$ cat src/rtl/ucsbece154a_membridge.sv
// Memory-side bridge: registers a datapath access and holds a req/ack handshake to a variable-latency memory.
// Define UCSBECE154A_MEMBRIDGE_TIMEOUT_EN to abort requests unacknowledged after TIMEOUT cycles (sticky err_o).
module ucsbece154a_membridge #(
  parameter int ADDR_W  = 32,
  parameter int DATA_W  = 32,
  parameter int TIMEOUT = 16
) (
  input  logic              clk,
  input  logic              reset,
  input  logic [ADDR_W-1:0] adr_i,
  input  logic [DATA_W-1:0] wd_i,
  input  logic              we_i,
  input  logic              re_i,
  output logic [DATA_W-1:0] rd_o,
  output logic              stall_o,
  output logic              err_o,
  output logic              mem_req_o,
  output logic              mem_we_o,
  output logic [ADDR_W-1:0] mem_adr_o,
  output logic [DATA_W-1:0] mem_wd_o,
  input  logic              mem_ack_i,
  input  logic [DATA_W-1:0] mem_rd_i
);

  localparam logic [1:0] IDLE = 2'd0;
  localparam logic [1:0] REQ  = 2'd1;
  localparam logic [1:0] DONE = 2'd2;

  if (TIMEOUT < 2 || TIMEOUT > 255) begin : g_bad_timeout
    $error("ucsbece154a_membridge: TIMEOUT must be within 2..255");
  end

  logic [1:0]        state_q, state_d;
  logic              mem_req_q, mem_req_d;
  logic              mem_we_q, mem_we_d;
  logic [ADDR_W-1:0] mem_adr_q, mem_adr_d;
  logic [DATA_W-1:0] mem_wd_q, mem_wd_d;
  logic [DATA_W-1:0] rd_q, rd_d;

`ifdef UCSBECE154A_MEMBRIDGE_TIMEOUT_EN
  logic [7:0]        cnt_q, cnt_d;
  logic              err_q, err_d;
`endif

  always_comb begin
    state_d   = state_q;
    mem_req_d = mem_req_q;
    mem_we_d  = mem_we_q;
    mem_adr_d = mem_adr_q;
    mem_wd_d  = mem_wd_q;
    rd_d      = rd_q;
`ifdef UCSBECE154A_MEMBRIDGE_TIMEOUT_EN
    cnt_d     = cnt_q;
    err_d     = err_q;
`endif
    case (state_q)
      IDLE: begin
        if (we_i || re_i) begin
          mem_adr_d = adr_i;
          mem_wd_d  = wd_i;
          mem_we_d  = we_i;
          mem_req_d = 1'b1;
          state_d   = REQ;
`ifdef UCSBECE154A_MEMBRIDGE_TIMEOUT_EN
          cnt_d     = 8'd0;
`endif
        end
      end
      REQ: begin
        // An ack always wins over the timeout threshold in the same cycle.
        if (mem_ack_i) begin
          if (!mem_we_q) rd_d = mem_rd_i;
          mem_req_d = 1'b0;
          state_d   = DONE;
        end
`ifdef UCSBECE154A_MEMBRIDGE_TIMEOUT_EN
        else if (cnt_q == 8'(TIMEOUT - 1)) begin
          if (!mem_we_q) rd_d = DATA_W'(32'hDEADBEEF);
          mem_req_d = 1'b0;
          err_d     = 1'b1;
          state_d   = DONE;
        end else begin
          cnt_d = cnt_q + 8'd1;
        end
`endif
      end
      DONE:    state_d = IDLE;
      default: state_d = IDLE;
    endcase
  end

  always_ff @(posedge clk) begin
    if (!reset) begin
      state_q   <= IDLE;
      mem_req_q <= 1'b0;
      mem_we_q  <= 1'b0;
      mem_adr_q <= '0;
      mem_wd_q  <= '0;
      rd_q      <= '0;
`ifdef UCSBECE154A_MEMBRIDGE_TIMEOUT_EN
      cnt_q     <= 8'd0;
      err_q     <= 1'b0;
`endif
    end else begin
      state_q   <= state_d;
      mem_req_q <= mem_req_d;
      mem_we_q  <= mem_we_d;
      mem_adr_q <= mem_adr_d;
      mem_wd_q  <= mem_wd_d;
      rd_q      <= rd_d;
`ifdef UCSBECE154A_MEMBRIDGE_TIMEOUT_EN
      cnt_q     <= cnt_d;
      err_q     <= err_d;
`endif
    end
  end

  // Stall in IDLE follows the request combinationally so the requester holds that same cycle.
  always_comb begin
    stall_o = 1'b0;
    case (state_q)
      IDLE:    stall_o = we_i | re_i;
      REQ:     stall_o = 1'b1;
      default: stall_o = 1'b0;
    endcase
  end

  assign rd_o      = rd_q;
  assign mem_req_o = mem_req_q;
  assign mem_we_o  = mem_we_q;
  assign mem_adr_o = mem_adr_q;
  assign mem_wd_o  = mem_wd_q;

`ifdef UCSBECE154A_MEMBRIDGE_TIMEOUT_EN
  assign err_o = err_q;
`else
  assign err_o = 1'b0;
`endif

endmodule

$ cat config.mk
export PLATFORM = sky130hd
export DESIGN_NAME = ucsbece154a_membridge
export DESIGN_NICKNAME = d
export VERILOG_FILES = /design/src/rtl/ucsbece154a_membridge.sv
export SDC_FILE = /design/constraint.sdc
export NUM_CORES = 1
export LEC_CHECK = 0
export ABC_CLOCK_PERIOD_IN_PS = 2000
export CORE_AREA = 4 4 103 105
export CTS_CLUSTER_DIAMETER = 60
export DETAILED_ROUTE_END_ITERATION = 7
export DIE_AREA = 0 0 107 109
export HOLD_SLACK_MARGIN = 0.03
export PLACE_DENSITY = 0.87
export SKIP_LAST_GASP = 1
export SYNTH_ARGS = -nofsm -noshare
export SYNTH_HDL_FRONTEND = slang
export SYNTH_SLANG_ARGS = --single-unit
export TNS_END_PERCENT = 30
$ cat constraint.sdc
create_clock -name clk -period 2 [get_ports clk]
set_input_delay 0.3 -clock clk [delete_from_list [all_inputs] [get_ports clk]]
set_output_delay 0.3 -clock clk [all_outputs]
set_load 0.05 [all_outputs]
==> results.tsv, run 1 <==
stage	metric	value	unit
clock_tree	CTS Root Cell	clkbuf_8	
layout	final-stage net count	722	
sta	Peak Freq	0.5397	GHz
sta	max_slew headroom	62.26	%
placed_design	placed cell areas	0.005987	mm²
sta	endpoints failing setup	0	
critical_path	Slowest-stage cell, CP	clkdlybuf4s50_1	
pwr	Flop pwr share	45.3	%
logic_synthesis	asr flop ratio synth	0	%
pwr	switching share of power	34.06	%
clock_tree	clock buffer depth	2	
logic_synthesis	number of synthesized register bits	100	
logic_synthesis	largest cells by area after synthesis	dfxtp_1, mux2i_1, nand2_1	
pwr	Overall Power	0.004925	W
critical_path	critical path fanouts, max	2	
clock_tree	worst skew pair latency	360	ps
sta	minimum clock period	1853	ps
die	die span in y	109	µm
clock_tree	clock slew at reported path FFs	100	ps
clock_tree	CTS Hold Bufs	0	
critical_path	CP delay by family, top	buffers and inverters	
clock_tree	# Post-CTS Setup Buffers	0	
global_routing	GRT overflow	0	
layout	finished layout cell area	0.006165	mm²
placed_design	GPL Wtd Cong	0.7673	
sta	worst-margin pin slew	564.3	ps
sta	Max Slew Vio Count	0	
critical_path	crit start category	register	
critical_path	Worst EP required	1700	ps
logic_synthesis	Synth top area share	51.58	%
logic_synthesis	synth cell count leaders	nand2_1, dfxtp_1, mux2i_1	
drt	final WL	10.97	mm
critical_path	crit path buf inv count	1	
drt	vias per cell	4.751	
logic_synthesis	Synth Cell Area	0.003881	mm²
logic_synthesis	Synth Flop Type	dfxtp_1	
global_routing	largest net degree at the start of global routing	65	
drt	via count	3606	
layout	share of layout cells above drive strength 1	4.633	%
sta	RSZ-0062 raised after global routing	false	
die	Initial Util	40.26	%
sta	TNS Setup	0	ps
pwr	Pleak	2.483	nW
die	core area	0.009639	mm²
placed_design	PortBufs	199	
logic_synthesis	Net Count, Synth	542	
global_routing	GR Util met1	20.30	%
logic_synthesis	Yosys top cell by area	dfxtp_1	
pwr	power share of the clock group	24.3	%
placed_design	Post-DP HPWL	8.288	mm
critical_path	crit path DAT	1550	ps
drt	DRT iter0 DRCs	153	
die	DIE AREA	0.01166	mm²
global_routing	total track usage	18.45	%
critical_path	Worst path max stage delay	850	ps
pwr	worst vdd ir	0.4337	mV
global_routing	most used routing layer	met2	
global_routing	met2 Usage GRT	32.78	%
sta	Worst Skew	8.894	ps
layout	non-filler cells, final	759	
clock_tree	Num CTS Buffers	9	
drt	wire per inst	14.45	µm
clock_tree	H-tree depth	3	
clock_tree	Num Clock Sinks	100	
die	Rows	36	
logic_synthesis	syn avg cell area	8.801	µm²
die	die width	107	µm
logic_synthesis	library cells used by synthesis	22	
pwr	PD cells	798.8	mW/mm²
global_routing	first-pass GRT wire length	17.15	mm
drt	DR pass1 iterations	5	
critical_path	worst path cell trace	clkdlybuf4s50_1	
pwr	switching pwr	0.001677	W
sta	Final Hold Viols	0	
drt	antenna viol nets, final	0	
run_status	status	finished clean	
pwr	combinational power share	30.4	%
logic_synthesis	most frequent cell after synthesis	nand2_1	
global_routing	initial antenna violation count	0	
placed_design	placed insts	743	
job	Max Cap Viol	0	
critical_path	Setup CP Type	reg -> out	
clock_tree	Resize count post-CTS	0	
pwr	internal power	0.003247	W
logic_synthesis	EDFF count, synth	0	
logic_synthesis	Synth warnings	0	
global_routing	GR Layer Usage met3	6.572	%
logic_synthesis	Mapped Cells	441	
min_path	Hold Crit Class	in -> reg	
global_routing	number of global-route vias before repair	3548	
sta	Final period util	92.65	%
layout	antenna cells	0	
layout	Area growth, synth to finish	58.83	%
critical_path	Crit. End Element	output port	
clock_tree	CTS tree	done	
drt	DRC viols	0	
die	Ports	201	
logic_synthesis	register area share after synthesis	51.58	%
## power groups by stage
| stage | Sequential (W) | Combinational [W] | Clock (W) |
|---|---|---|---|
| 5_1_grt | 0.00225 | 0.00157 | 0.00131 |
| 2_1_floorplan | 0.00279 | 0.000398 | 0 |
| 3_3_place_gp | 0.00227 | 0.00148 | 0 |
| 3_5_place_dp | 0.00228 | 0.00150 | 0 |
| 6_report | 0.00223 | 0.00150 | 0.00120 |
| 4_1_cts | 0.00223 | 0.00151 | 0.00123 |
## cells by family (layout without fill, tap and decap cells)
family,count (synthesis),in the layout,synth area share [%]
DFF,100,100,51.58
muxes,64,64,16.51
other,1,1,0.09662
buffers and inverters,38,223,5.674
AOI/OAI and AO/OA,37,37,5.093
and+or+nand+nor,201,201,21.05
## path summary, 6_finish.rpt
kind | start | to | slack (ps) | cells past startpoint
max reg2reg | state_q[0] | mem_wd_o[16] | 580 | 4
min reg2reg | mem_req_o | mem_req_o | 460 | 2
min | reset | mem_wd_o[9] | 450 | 3
max | mem_req_o | mem_req_o | 150 | 1
## cell usage in the layout (no fill, tap or decap), drive strengths merged
| cell | n |
|---|---|
| nand4bb | 1 |
| nor3b | 1 |
| nor3 | 1 |
| clkbuf | 11 |
| buf | 10 |
| dfxtp | 100 |
| o21ai | 32 |
| o21a | 2 |
| clkdlybuf4s50 | 197 |
| o2bb2ai | 1 |
| and2 | 1 |
| a31o | 1 |
| nor2 | 2 |
| nand3 | 32 |
| mux2i | 64 |
| and3b | 1 |
| inv | 1 |
| a21oi | 1 |
| nand2 | 162 |
| clkinvlp | 3 |
| conb | 1 |
| clkinv | 1 |
## sequential cells by signal, indices dropped and copies added, names as in the netlist
signal and flops:
state_q 2, mem_req_o 1, mem_adr_o 32, mem_wd_o 32, rd_o 32, mem_we_o 1
## cell type report
class                   count  area (µm²)
well taps                 133       166.4
clock buffers              11       141.4
flip-flops and latches    100        2002
repair buffers            207        2147
clock inverters             5       36.28
multi-input cells         303        1672
fillers                   798        3475
## stage by stage
stage          util, %  setup slack (ps)  hold WS, ps
2_1_floorplan        -             571.9        439.9
3_3_place_gp     62.11             348.3        441.4
3_5_place_dp     62.11             307.0        449.4
4_1_cts          63.95             114.7        427.5
5_1_grt          63.95             73.25        462.5
6_report         63.95             147.0        446.9
## worst reg2reg max path: stages (launching register included)
cell	delay [ps]
dfxtp_1	380
nor2_2	180
o21a_4	300
buf_12	260
mux2i_1	230
## per-layer routing
| layer | part of all wire (%) | wire, µm | vias up |
|---|---|---|---|
| li1 | - | - | 1797 |
| met4 | 2.2 | 236 | 0 |
| met5 | 0 | 0 | - |
| met2 | 51 | 5609 | 138 |
| met1 | 39 | 4279 | 1654 |
| met3 | 7.7 | 843 | 17 |
(Power assumes the default switching activity.)
==> inputs of run 2 (changes only) <==
--- a/config.mk
+++ b/config.mk
@@ -13,6 +13,7 @@
 export HOLD_SLACK_MARGIN = 0.03
 export PLACE_DENSITY = 0.87
 export SKIP_LAST_GASP = 1
+export SLEW_MARGIN = 0
 export SYNTH_ARGS = -nofsm -noshare
 export SYNTH_HDL_FRONTEND = slang
 export SYNTH_SLANG_ARGS = --single-unit
==> results of run 2 <==
No change in the layout: final DEF, timing and power equal those of run 1.
==> inputs of run 3 (changes only) <==
--- a/config.mk
+++ b/config.mk
@@ -12,6 +12,7 @@
 export DIE_AREA = 0 0 107 109
 export HOLD_SLACK_MARGIN = 0.03
 export PLACE_DENSITY = 0.87
+export SKIP_CTS_REPAIR_TIMING = 1
 export SKIP_LAST_GASP = 1
 export SLEW_MARGIN = 0
 export SYNTH_ARGS = -nofsm -noshare
==> constraint.sdc (replaced) <==
create_clock -name clk -period 2 [get_ports clk]
set_input_delay 0.2 -clock clk [delete_from_list [all_inputs] [get_ports clk]]
set_output_delay 0.2 -clock clk [all_outputs]
set_load 0.05 [all_outputs]
==> run 3 against run 2 <==
Compared with the run above:
- routed wire length decreased by 1.7%
- design area increased by 0.18%
- largest power group unchanged
- register-to-register slack got worse by 70 ps
- power increased by 2.9%
- global-route usage decreased by 0.75 points
- flip-flop and latch count unchanged
- highest routed layer unchanged
==> results.tsv, run 3 (synthesis gave the netlist of run 1 again) <==
stage	metric	value	unit	change
run_status	status	finished clean		
placed_design	PortBufs	199		unchanged
die	die width	107	µm	unchanged
global_routing	number of global-route vias before repair	3554		+0.17%
global_routing	total track usage	17.70	%	-0.75 points
sta	endpoints failing setup	0		unchanged
critical_path	crit start category	register		
drt	DR pass1 iterations	4		-1
clock_tree	H-tree depth	3		unchanged
min_path	Hold Crit Class	in -> reg		
sta	worst-margin pin slew	542.5	ps	-21.77 ps
die	Rows	36		unchanged
layout	antenna cells	0		unchanged
global_routing	largest net degree at the start of global routing	71		+9.2%
critical_path	Worst EP required	1800	ps	+100 ps
sta	Final period util	88.24	%	-4.4 points
sta	Max Slew Vio Count	0		unchanged
drt	final WL	10.78	mm	-1.7%
die	DIE AREA	0.01166	mm²	unchanged
global_routing	GR Layer Usage met3	4.914	%	-1.7 points
layout	commonest non-fill, non-tap cell in the layout	clkdlybuf4s50_1		
placed_design	placed insts	744		+0.13%
job	Max Cap Viol	0		unchanged
sta	max_slew headroom	63.72	%	+1.5 points
critical_path	Crit. End Element	output port		
critical_path	Slowest-stage cell, CP	clkdlybuf4s50_1		
layout	most frequent cells in the layout	clkdlybuf4s50_1, nand2_1, dfxtp_1		
global_routing	GR Util met1	20.13	%	-0.17 points
sta	Peak Freq	0.5667	GHz	+5.0%
sta	TNS Setup	0	ps	unchanged
clock_tree	clock slew at reported path FFs	110	ps	about the same
sta	Worst Skew	11.96	ps	+3.067 ps
die	Initial Util	40.26	%	unchanged
pwr	Overall Power	0.005069	W	+2.9%
critical_path	Setup CP Type	reg -> out		
critical_path	crit path buf inv count	1		unchanged
sta	Worst Hold Slack	307.7	ps	-139.2 ps
drt	vias per cell	4.736		-0.33%
global_routing	GRT overflow	0		unchanged
critical_path	crit path DAT	1560	ps	about the same
drt	via count	3599		-0.19%
placed_design	GPL Wtd Cong	0.8044		+4.8%
pwr	Pleak	2.495	nW	+0.48%
die	core area	0.009639	mm²	unchanged
placed_design	Post-DP HPWL	8.164	mm	-1.5%
critical_path	worst path cell trace	clkdlybuf4s50_1		
global_routing	met2 Usage GRT	31.34	%	-1.4 points
sta	RSZ-0062 raised after global routing	false		
global_routing	most used routing layer	met2		
die	Ports	201		unchanged
layout	Area growth, synth to finish	59.12	%	
pwr	PD cells	820.8	mW/mm²	+2.7%
die	die span in y	109	µm	unchanged
global_routing	initial antenna violation count	0		unchanged
layout	finished layout cell area	0.006176	mm²	+0.18%
layout	non-filler cells, final	760		+0.13%
clock_tree	Num CTS Buffers	9		unchanged
clock_tree	clock buffer depth	2		unchanged
clock_tree	worst skew pair latency	360	ps	about the same
critical_path	Worst path max stage delay	830	ps	-20 ps
global_routing	first-pass GRT wire length	16.62	mm	-3.1%
sta	Final Hold Viols	0		unchanged
layout	share of layout cells above drive strength 1	4.944	%	+0.31 points
clock_tree	CTS Root Cell	clkbuf_8		
drt	DRC viols	0		unchanged
clock_tree	CTS tree	done		
clock_tree	Num Clock Sinks	100		unchanged
critical_path	critical path fanouts, max	2		unchanged
critical_path	CP delay by family, top	buffers and inverters		
sta	minimum clock period	1765	ps	-88.25 ps
layout	final-stage net count	723		+0.14%
drt	DRT iter0 DRCs	202		+32%
drt	antenna viol nets, final	0		unchanged
pwr	worst vdd ir	0.4749	mV	+9.5%
placed_design	placed cell areas	0.005969	mm²	-0.29%
drt	wire per inst	14.18	µm	-1.9%
run 3: stage by stage:
| step | util, % | setup WS (ps) |
|---|---|---|
| 6_report | 64.07 | 235.3 |
| 5_1_grt | 64.07 | 160.4 |
| 4_1_cts | 64.07 | 221.6 |
| 3_5_place_dp | 61.93 | 334.5 |
| 3_3_place_gp | 61.93 | 405.3 |
| 2_1_floorplan | - | 571.9 |
run 3: power by group:
group	internal (W)	total (W)	switching, W	leakage (nW)
clock	0.000599	0.00135	0.000749	0.0984
combinational	0.000605	0.00149	0.000883	1.57
sequential	0.00215	0.00223	0.0000864	0.822
total	0.00335	0.00507	0.00172	2.49
run 3: final cells by class:
type,count,area (µm²)
timing repair buffer,208,2130
clock inverter,7,82.58
clock buffer,9,123.9
sequential,100,2002
tap,133,166.4
fill,786,3463
multi-input combinational,303,1672
run 3: routing by layer:
layer / up-vias / part of all wire (%)
met1: 1638 / 41
met4: 0 / 2.4
li1: 1802 / -
met5: - / 0
met2: 139 / 50
met3: 20 / 6.8
run 3: worst paths after layout:
path,start,end,slack (ps),depth (start not counted)
worst min-delay path,reset,state_q[0],310,2
worst min register to register,mem_req_o,mem_req_o,460,2
worst max register to register,state_q[0],mem_wd_o[9],510,4
worst max-delay path,mem_adr_o[27],mem_adr_o[27],240,1
